### src/rtl/frontend_repl_ctrl.sv
// frontend_repl_ctrl
//  Victim-way picker and invalidation sequencer for a set-associative frontend
//  predictor table. A fill request gets the lowest-index invalid way, or a
//  pseudo-random way from a free-running LFSR when every way is valid. A flush
//  walks every set once and issues one invalidate-all-ways command per set.
//  Commands go out on a valid/ready port that the table write port consumes.
// Ports
//  clk_i, rst_ni               clock, async active-low reset
//  flush_i                     request a full-table invalidation sweep
//  req_valid_i/req_ready_o     fill request handshake
//  req_set_i, valid_ways_i     set of the fill, and that set's per-way valid bits
//  grant_valid_o/grant_ready_i write command handshake
//  grant_set_o, grant_way_o    target set/way (way is 0 for invalidations)
//  grant_inv_o                 1: invalidate whole set, 0: fill one way
//  busy_o                      command outstanding or flush pending
module frontend_repl_ctrl #(
  parameter int NR_WAYS    = 4,
  parameter int NR_SETS    = 64,
  parameter int LFSR_WIDTH = 8,
  localparam int WAY_W = $clog2(NR_WAYS),
  localparam int SET_W = $clog2(NR_SETS)
) (
  input  logic               clk_i,
  input  logic               rst_ni,
  input  logic               flush_i,
  input  logic               req_valid_i,
  output logic               req_ready_o,
  input  logic [SET_W-1:0]   req_set_i,
  input  logic [NR_WAYS-1:0] valid_ways_i,
  output logic               grant_valid_o,
  input  logic               grant_ready_i,
  output logic [SET_W-1:0]   grant_set_o,
  output logic [WAY_W-1:0]   grant_way_o,
  output logic               grant_inv_o,
  output logic               busy_o
);

  typedef enum logic [1:0] {IDLE, GRANT, FLUSH} state_e;

  state_e                state_q, state_d;
  logic [SET_W-1:0]      cnt_q, cnt_d;
  logic                  flush_pend_q, flush_pend_d;
  logic [LFSR_WIDTH-1:0] lfsr_q, lfsr_d;
  logic [SET_W-1:0]      set_q, set_d;
  logic [WAY_W-1:0]      way_q, way_d;

  logic [WAY_W-1:0] free_way;
  logic             all_valid;
  logic             grant_hs;

  // Free-running source: advances every cycle regardless of traffic.
  assign lfsr_d = {lfsr_q[LFSR_WIDTH-2:0], lfsr_q[LFSR_WIDTH-1] ^ lfsr_q[LFSR_WIDTH-2]};

  // Lowest-index invalid way; scanning downward lets the lowest index win.
  always_comb begin
    free_way = '0;
    for (int i = NR_WAYS-1; i >= 0; i--) begin
      if (!valid_ways_i[i]) free_way = WAY_W'(i);
    end
  end
  assign all_valid = &valid_ways_i;

  assign req_ready_o   = (state_q == IDLE) & ~flush_pend_q & ~flush_i;
  assign grant_valid_o = (state_q != IDLE);
  assign grant_inv_o   = (state_q == FLUSH);
  assign grant_set_o   = (state_q == FLUSH) ? cnt_q : set_q;
  assign grant_way_o   = (state_q == FLUSH) ? '0 : way_q;
  assign busy_o        = (state_q != IDLE) | flush_pend_q;
  assign grant_hs      = grant_valid_o & grant_ready_i;

  always_comb begin
    state_d      = state_q;
    cnt_d        = cnt_q;
    flush_pend_d = flush_pend_q;
    set_d        = set_q;
    way_d        = way_q;
    unique case (state_q)
      IDLE: begin
        // Flush wins over a same-cycle request (req_ready_o is low then).
        if (flush_i || flush_pend_q) begin
          state_d      = FLUSH;
          cnt_d        = '0;
          flush_pend_d = 1'b0;
        end else if (req_valid_i && req_ready_o) begin
          state_d = GRANT;
          set_d   = req_set_i;
          way_d   = all_valid ? lfsr_q[LFSR_WIDTH-1 -: WAY_W] : free_way;
        end
      end
      GRANT: begin
        // A flush here is remembered; the grant in flight finishes first.
        if (flush_i) flush_pend_d = 1'b1;
        if (grant_hs) state_d = IDLE;
      end
      FLUSH: begin
        // A flush during a sweep queues one more full sweep, no restart.
        if (flush_i) flush_pend_d = 1'b1;
        if (grant_hs) begin
          if (cnt_q == SET_W'(NR_SETS-1)) begin
            state_d = IDLE;
            cnt_d   = '0;
          end else begin
            cnt_d = cnt_q + 1'b1;
          end
        end
      end
      default: state_d = IDLE;
    endcase
  end

  always_ff @(posedge clk_i or negedge rst_ni) begin
    if (!rst_ni) begin
      state_q      <= IDLE;
      cnt_q        <= '0;
      flush_pend_q <= 1'b0;
      lfsr_q       <= LFSR_WIDTH'(1);
      set_q        <= '0;
      way_q        <= '0;
    end else begin
      state_q      <= state_d;
      cnt_q        <= cnt_d;
      flush_pend_q <= flush_pend_d;
      lfsr_q       <= lfsr_d;
      set_q        <= set_d;
      way_q        <= way_d;
    end
  end

endmodule

### config.mk
export PLATFORM = sky130hd
export DESIGN_NAME = frontend_repl_ctrl
export DESIGN_NICKNAME = d
export VERILOG_FILES = /design/src/rtl/frontend_repl_ctrl.sv
export SDC_FILE = /design/constraint.sdc
export NUM_CORES = 1
export LEC_CHECK = 0
export ABC_CLOCK_PERIOD_IN_PS = 2600
export BUFFER_PORTS_ARGS = -buffer_cell sky130_fd_sc_hd__buf_2
export CAP_MARGIN = 20
export CORE_ASPECT_RATIO = 1.4
export CORE_MARGIN = 3
export CORE_UTILIZATION = 45
export CTS_CLUSTER_SIZE = 10
export DETAILED_ROUTE_END_ITERATION = 6
export GPL_TIMING_DRIVEN = 1
export PLACE_DENSITY_LB_ADDON = 0.05
export REMOVE_ABC_BUFFERS = 1
export SLEW_MARGIN = 20
export SYNTH_ARGS = -nofsm -noshare
export SYNTH_HDL_FRONTEND = slang
export SYNTH_SLANG_ARGS = --single-unit
### constraint.sdc
create_clock -name clk_i -period 2.6 [get_ports clk_i]
set_input_delay 0 -clock clk_i [delete_from_list [all_inputs] [get_ports clk_i]]
set_output_delay 0 -clock clk_i [all_outputs]
set_load 0.005 [all_outputs]
# ---- Yosys cells after proc, flatten, opt, wreduce, memory -nomap -nowiden
# Index checks and enable logic that the tools add are counted.
dict set report totals {
  word_cells 56
  ff_bits 25
  inputBits 15
  output_inout_bits 12
}
dict set report classes {
  n_eq_ne 9
  addsub 1
  n_mux 20
  bitwise_logic 8
  n_reduce_logical 12
}
# cell count
set ops {}
lappend ops {{two-way mux 6 bit} 4}
lappend ops {{two-way mux 2 bit} 11}
lappend ops {{case mux 6 bit (2 select lines)} 1}
lappend ops {{AND reduction 3 bit} 3}
lappend ops {{!= test 2 x 1 -> 1 bit, second input constant} 4}
lappend ops {{AND reduction 4 bit} 2}
lappend ops {{adder 6 x 1 -> 6 bit, second input constant} 1}
lappend ops {{equality test 6 bit, second input constant} 1}
lappend ops {{case mux 2 bit (3 select lines)} 1}
lappend ops {{nonzero test 2 bit} 3}
lappend ops {{AND 1 bit} 3}
lappend ops {{!= test 3 x 1 -> 1 bit, second input constant} 1}
lappend ops {{inverter 1 bit} 3}
lappend ops {{equality test 2 x 1 -> 1 bit, second input constant} 1}
lappend ops {{equality test 2 bit, second input constant} 1}
lappend ops {{logical NOT 2 bit} 1}
lappend ops {{two-way mux 1 bit} 2}
lappend ops {{!= test 2 bit, second input constant} 1}
lappend ops {{case mux 1 bit (2 select lines)} 1}
lappend ops {{OR reduction 2 bit} 1}
lappend ops {{logical AND 1 bit} 1}
lappend ops {{logical OR 1 bit} 1}
lappend ops {{bitwise OR 1 bit} 1}
lappend ops {{bitwise XOR 1 bit} 1}

# ---- Logic depth before layout (Yosys ltp)
# Gate-level depths: netlist of the first run.
dict set report depth {
  depth_word 7
  ltp_mapped 7
}

# ---- Worst setup path before layout of the first run
# Ideal clock, no wire load.
dict set report synth_path {
  path_kind {register -> register}
  startpoint {register state_q[0]}
  endpoint {register cnt_q[1]}
  path_stages_with_launch 8
  t_required_ps 2465
  setup_ps 135
  period_less_slack_ps 1497
  path_slack_ps 1103
  n_path_buf 1
  t_arrival_ps 1362
  cell_sequence {dfrtp_1 inv_1 ha_1 nand2b_1 buf_2 mux2_2 nand2_1 o21ai_0}
}
dict set report synth_via {
  elab_chain_cells 4
}
# element line_no
set synth_rtl {}
lappend synth_rtl {{start, declared} 40} ;# state_e state_q, state_d;
lappend synth_rtl {{start signal, assigned} 120} ;# state_q <= state_d;
lappend synth_rtl {{nonzero test 2 bit} 64} ;# assign grant_valid_o = (state_q != IDLE);
lappend synth_rtl {{AND 1 bit} 69} ;# assign grant_hs = grant_valid_o & grant_ready_i;
lappend synth_rtl {{!= test 2 x 1 -> 1 bit (no source line)} --}
lappend synth_rtl {{AND reduction 3 bit (no source line)} --}
lappend synth_rtl {{end signal, assigned} 121} ;# cnt_q <= cnt_d;
lappend synth_rtl {{end, declared} 41} ;# logic [SET_W-1:0] cnt_q, cnt_d;
# Parallel ways exist; a longest one is shown, timed or not.
# A chain may end at the register's enable or synchronous reset.

# ---- Worst setup path after layout of the first run
dict set report layout_path {
  startpoint {register state_q[0]}
  endpoint {output port grant_set_o[4]}
}
dict set report layout_via {
  elab_chain_cells 2
}
# element line_no
set layout_rtl {}
lappend layout_rtl {{equality test 2 bit} 66} ;# assign grant_set_o = (state_q == FLUSH) ? cnt_q : set_q;
lappend layout_rtl {{two-way mux 6 bit} 66}
lappend layout_rtl {{end, declared} 32} ;# output logic [SET_W-1:0] grant_set_o,
# Every way passes these cells.

==> results.py, run 1 <==
metrics = {
    "run_status": {
        "status": "complete, no violations",
    },
    "worst_setup_path": {
        "r2r_cells": 5,
        "cp_max_fo": 20,
        "r2r_setup_slack_ps": 850,
        "worst_setup_path_start_kind": "flip-flop",
        "cp.arrival_ps": 1990,
        "crit_required_ps": 2600,
        "reg2reg_from": "state_q[0]",
        "r2r_end": "state_q[0]",
        "endpoint_kind": "output port",
        "critPathKind": "reg2out",
    },
    "yosys": {
        "synth_edf_count": 0,
        "ys_seq_area_share_pct": 51.97,
        "ys_types": 33,
        "synth_top_area_cell": "dfrtp_1",
        "async_flop_share_pct": 100.0,
        "yosysMostFrequentCell": "dfrtp_1",
        "ys.flop_type": "dfrtp_1",
        "synthTopCellsByArea": "dfrtp_1 (50%), mux2_2 (11%), o21ai_0 (5.0%)",
        "syn_area_per_cell_um2": 10.58,
        "postSynthCellCount": 114,
        "yosysTopAreaCellShare_pct": 49.79,
        "ys_warn_count": 0,
        "ys_ff_latch": 25,
        "synth_area_um2": 1206,
        "ys_top_cells_by_count": "dfrtp_1 (24), nand2_1 (15), mux2_2 (12), o21ai_0 (12), inv_1 (7)",
    },
    "worst_hold_path": {
        "min_from": "valid_ways_i[1]",
        "worstHoldPathCells": 3,
        "hold_path.class": "in2reg",
        "min_to": "way_q[0]",
    },
    "cells_and_area": {
        "synthToLayoutAreaGrowth_pct": 25.10,
        "final_cells": 187,
        "antenna_cells_inserted": 0,
        "stdcell_area_um2": 1509,
        "nets": 173,
        "layout-drive-gt1-share_pct": 30.07,
    },
    "floorplanning": {
        "die_w_um": 49.76,
        "dieHeight_um": 67.26,
        "core-area_um2": 2470,
        "start_util_pct": 48.83,
        "fp-row-count": 21,
        "dieArea_um2": 3346,
        "boundaryPins": 27,
    },
    "sta": {
        "rsz0062_at_grt": "false",
        "finalSetupViolCount": 0,
        "skew_ps": 11.77,
        "final.min_clock_period_ps": 1986,
        "maxSlewHeadroom_pct": 50.48,
        "hold_viol_final": 0,
        "worstMarginPinSlew_ps": 742.9,
        "slew_violations": 0,
        "finalCritPeriodShare_pct": 76.38,
        "tns_ps": 0,
        "fmaxAchievable_mhz": 503.6,
    },
    "power": {
        "ir_worst_vdd_mv": 0.4559,
        "p_leak_nw": 0.7333,
        "power_density_nw_per_um2": 875.7,
    },
    "global_route": {
        "antenna_found_initial": 0,
        "grt_max_degree": 26,
        "grt_overflow": 0,
        "grt_pass1_vias": 867,
        "grt_pass1_wl_mm": 3.677,
        "gr-usage-all-layers_pct": 14.43,
    },
    "clock_network": {
        "clock_latency_ps": 310,
        "cts_resized": 0,
        "root_buffer": "clkbuf_4",
        "clkSinkCount": 25,
        "cts_tree": "built",
        "cts_buffer_depth": 2,
        "htree_levels": 1,
        "cts_made_buffers": 3,
        "clk_pin_slew_ps": 120,
    },
    "routing": {
        "drt-initial-drc-count": 21,
        "dr.pass1.iters": 4,
        "vias": 931,
        "vias_per_cell": 4.979,
        "drt_wl_total_mm": 2.281,
        "drc_errors": 0,
        "wl_per_cell_um": 12.20,
        "ant_nets": 0,
    },
    "placed_design": {
        "port_buffers": 26,
        "place.detailed.hpwl_mm": 1.686,
        "gp_congestion": 0.8508,
        "placed_area_um2": 1373,
        "dp_cells": 172,
    },
    "job": {
        "max-cap-violations": 0,
    },
}
==> stage by stage <==
step | utilization [%] | hold slack (ps) | setup slack (ps) | power, W
global placement | 55.57 | 15.70 | 917.5 | 0.001145
finish | 61.09 | 141.2 | 614.2 | 0.001321
global route | 61.09 | 130.0 | 477.4 | 0.001429
detailed placement | 55.57 | 22.14 | 862.2 | 0.001154
floorplan | - | -295.6 | 1074 | 0.0009470
CTS | 61.09 | 137.5 | 608.4 | 0.001337
==> metal layers <==
metal	GRT usage [%]	wire, um	vias to the layer above
met5	0	0	-
met2	24.67	1161	18
met3	1.325	69	2
li1	-	-	469
met1	18.54	1033	442
met4	6.574	16	0
==> power breakdown <==
group          internal [W]  switching, W
clock             0.0000598      0.000109
combinational      0.000308      0.000292
sequential         0.000484     0.0000683
==> area by class of cell <==
class                      count  area, um^2
timing repair buffer          38       247.7
multi-input combinational     79       539.3
inverter                       7       26.28
sequential                    25       626.9
tap                           34       42.54
fill                         236       960.9
clock buffer                   4       26.28
==> registers in the layout (all words and copies together), names as in the netlist <==
signal / cells
set_q: 6
cnt_q: 6
way_q: 2
flush_pend_q: 1
lfsr_q: 8
state_q: 2
==> worst max-delay path by stage <==
stage                     slack, ps  depth (start not counted)              to        from
after floorplan                1070                          6        cnt_q[1]  state_q[0]
after CTS                       610                          4  grant_set_o[4]  state_q[0]
after detailed placement        860                          5      state_q[0]  state_q[0]
after global placement          920                          6        cnt_q[5]  state_q[0]
final                           610                          4  grant_set_o[4]  state_q[0]
after global routing            480                          4  grant_set_o[0]  state_q[0]
==> repair_timing <==
action,4_1_cts,5_1_grt
hold buffers,11,0
setup buffers,0,0
endpoints found under the hold margin,33,0
==> placed cells by master (no fill, tap or decap), types with 4 or more instances in the layout <==
cell type / Yosys / routed
buf_2: 2 / 26
dfrtp_1: 24 / 24
nand2_1: 15 / 15
mux2_2: 12 / 12
o21ai_0: 12 / 12
dlygate4sd3_1: 0 / 11
inv_1: 7 / 7
nor2_1: 6 / 6
a21oi_1: 4 / 4
ha_1: 4 / 4
==> logic make-up after synthesis <==
logic type / after synthesis / synth area share [%]
DFF: 25 / 51.97
adders and majority gates: 4 / 4.150
muxes: 12 / 11.20
and+or+nand+nor: 35 / 15.25
xor gates and xnor gates: 2 / 1.453
buffers and inverters: 10 / 3.320
AOI/OAI and AO/OA: 26 / 12.66
==> critical path, stage by stage (launching register included) <==
cell and delay [ps]:
dfrtp_1 400, inv_1 100, ha_1 650, mux2_2 410
buf_2 120
No activity file was read; power rests on OpenSTA's default activity.
==> inputs of run 2 (changes only) <==
--- a/config.mk
+++ b/config.mk
@@ -5,7 +5,7 @@
 export SDC_FILE = /design/constraint.sdc
 export NUM_CORES = 1
 export LEC_CHECK = 0
-export ABC_CLOCK_PERIOD_IN_PS = 2600
+export ABC_CLOCK_PERIOD_IN_PS = 1870
 export BUFFER_PORTS_ARGS = -buffer_cell sky130_fd_sc_hd__buf_2
 export CAP_MARGIN = 20
 export CORE_ASPECT_RATIO = 1.4
==> constraint.sdc (replaced) <==
create_clock -name clk_i -period 1.87 [get_ports clk_i]
set_input_delay 0 -clock clk_i [delete_from_list [all_inputs] [get_ports clk_i]]
set_output_delay 0 -clock clk_i [all_outputs]
set_load 0.005 [all_outputs]
==> run 2 against run 1 <==
  * First-iteration DRC count decreased by 52%
  * Utilization up 0.35 points
  * Die area is the same
  * Global-route usage increased by 1.3 points
  * Via count rose by 1.1%
  * Count of clock-buffer cells in the layout is 1 lower
  * Final cell count rose by 0.53%
  * Design area is 0.58% higher
  * Sequential power grew 40%
  * Critical endpoint unchanged
  * Largest cell class unchanged
==> results.py, run 2 (synthesis gave the netlist of run 1 again) <==
metrics = {
    "clock_network": {
        "root_buffer": "clkbuf_4",
        "cts_buffer_depth": 2,
        "cts_setup_buffers": 0,
        "clk_pin_slew_ps": 130,
        "clkSinkCount": 25,
        "cts_made_buffers": 3,
        "htree_levels": 1,
        "clock_latency_ps": 310,
        "cts_resized": 0,
        "cts_tree": "built",
    },
    "floorplanning": {
        "start_util_pct": 48.83,
        "dieHeight_um": 67.26,
        "fp-row-count": 21,
        "die_w_um": 49.76,
        "boundaryPins": 27,
        "core-area_um2": 2470,
        "dieArea_um2": 3346,
    },
    "cells_and_area": {
        "final_cells": 188,
        "largest_register_ff_count": 8,
        "top_register": "lfsr_q",
        "antenna_cells_inserted": 0,
        "final_common_cell": "buf_2",
        "layout-drive-gt1-share_pct": 31.17,
        "synthToLayoutAreaGrowth_pct": 25.83,
        "final_cell_mix": "buf_2 (26), dfrtp_1 (24), nand2_1 (15)",
        "stdcell_area_um2": 1518,
        "nets": 174,
        "top_regs": "lfsr_q (8), cnt_q (6), set_q (6)",
    },
    "worst_setup_path": {
        "reg2reg_from": "state_q[1]",
        "cp_max_fo": 23,
        "endpoint_kind": "output port",
        "cp_slowest_stage_delay_ps": 410,
        "worstSetupStartpoint": "state_q[0]",
        "crit_required_ps": 1870,
        "cp.arrival_ps": 1720,
        "path_cells": "inv_1 -> ha_1 -> buf_4 -> mux2_2 -> buf_2",
        "critPathKind": "reg2out",
        "crit_slowest_cell": "dfrtp_1",
        "worst_setup_path_start_kind": "flip-flop",
    },
    "sta": {
        "skew_ps": 2.717,
        "finalSetupViolCount": 0,
        "slew_violations": 0,
        "finalCritPeriodShare_pct": 91.75,
        "hold_slack_ps": 127.4,
        "maxSlewHeadroom_pct": 64.08,
        "hold_viol_final": 0,
        "rsz0062_at_grt": "false",
        "fmaxAchievable_mhz": 582.9,
        "tns_ps": 0,
        "worstMarginPinSlew_ps": 538.8,
        "final.min_clock_period_ps": 1716,
        "layout_setup_ws_ps": 154.4,
    },
    "placed_design": {
        "placed_area_um2": 1380,
        "place.detailed.hpwl_mm": 1.743,
        "gp_congestion": 0.8673,
        "port_buffers": 26,
        "dp_cells": 173,
        "pre_cts_ws_ps": 203.6,
    },
    "run_status": {
        "status": "complete, no violations",
    },
    "global_route": {
        "grt_pass1_vias": 912,
        "gr-usage-all-layers_pct": 15.74,
        "grt_pass1_wl_mm": 3.933,
        "antenna_found_initial": 0,
        "grt_max_degree": 26,
        "grt_overflow": 0,
    },
    "worst_hold_path": {
        "min_from": "valid_ways_i[1]",
        "hold_path.class": "in2reg",
    },
    "routing": {
        "wl_per_cell_um": 12.32,
        "drt-initial-drc-count": 10,
        "drt_wl_total_mm": 2.317,
        "ant_nets": 0,
        "drc_errors": 0,
        "vias": 941,
        "dr.pass1.iters": 4,
        "vias_per_cell": 5.005,
    },
    "power": {
        "ir_worst_vdd_mv": 0.6477,
        "p_leak_nw": 0.7407,
        "power_density_nw_per_um2": 1218,
    },
    "job": {
        "max-cap-violations": 0,
    },
}
run 2: cell types whose count changed in the layout (fill, tap and decap cells not counted):
cell / before / now
clkinv_2: 0 / 1
buf_4: 1 / 2
clkbuf_1: 1 / 0
run 2: final timing paths:
| kind | to | slack [ps] | cells after the start |
|---|---|---|---|
| min reg2reg | lfsr_q[4] | 370 | 0 |
| max reg2reg | state_q[0] | 180 | 6 |
| max in group asynchronous | lfsr_q[0] | 1310 | 2 |
| min in group asynchronous | cnt_q[3] | 190 | 2 |
| max | grant_set_o[4] | 150 | 5 |
| min | way_q[0] | 130 | 3 |
run 2: final cells by class:
cell class / instances / area [um^2]
timing repair buffer: 39 / 255.2
fill: 255 / 952.2
tap: 34 / 42.54
inverter: 7 / 26.28
clock buffer: 3 / 22.52
clock inverter: 1 / 5.005
sequential: 25 / 626.9
multi-input combinational: 79 / 539.3
run 2: worst max-delay path: cells and delay by family (launching register included):
| family | cells | cell delay, ps |
|---|---|---|
| adders and majority gates | 1 | 150 |
| buffers and inverters | 3 | 480 |
| DFF | 1 | 410 |
| muxes | 1 | 360 |
run 2: per-stage QoR:
step                utilization, %  power (W)
global route                 61.45   0.002005
detailed placement           55.88   0.001627
floorplan                        -   0.001317
global placement             55.88   0.001592
finish                       61.45   0.001849
CTS                          61.45   0.001879
run 2: timing repair:
| action | 4_1_cts | 5_1_grt |
|---|---|---|
| hold endpoints to repair | 33 | 0 |
| endpoints found under the setup margin | 0 | 0 |
| hold buffers | 11 | 0 |
run 2: per-layer routing:
layer / vias to the layer above / wire length (um) / global-route usage [%]
li1: 470 / - / -
met1: 452 / 1043 / 18.21
met2: 17 / 1193 / 28.31
met3: 2 / 58 / 2.649
met4: 0 / 23 / 7.266
met5: - / 0 / 0
run 2: power breakdown:
part           total, W  switching, W  internal, W
combinational  0.000844      0.000407     0.000437
sequential     0.000775      0.000102     0.000673
clock          0.000230      0.000150    0.0000798
total           0.00185      0.000659      0.00119
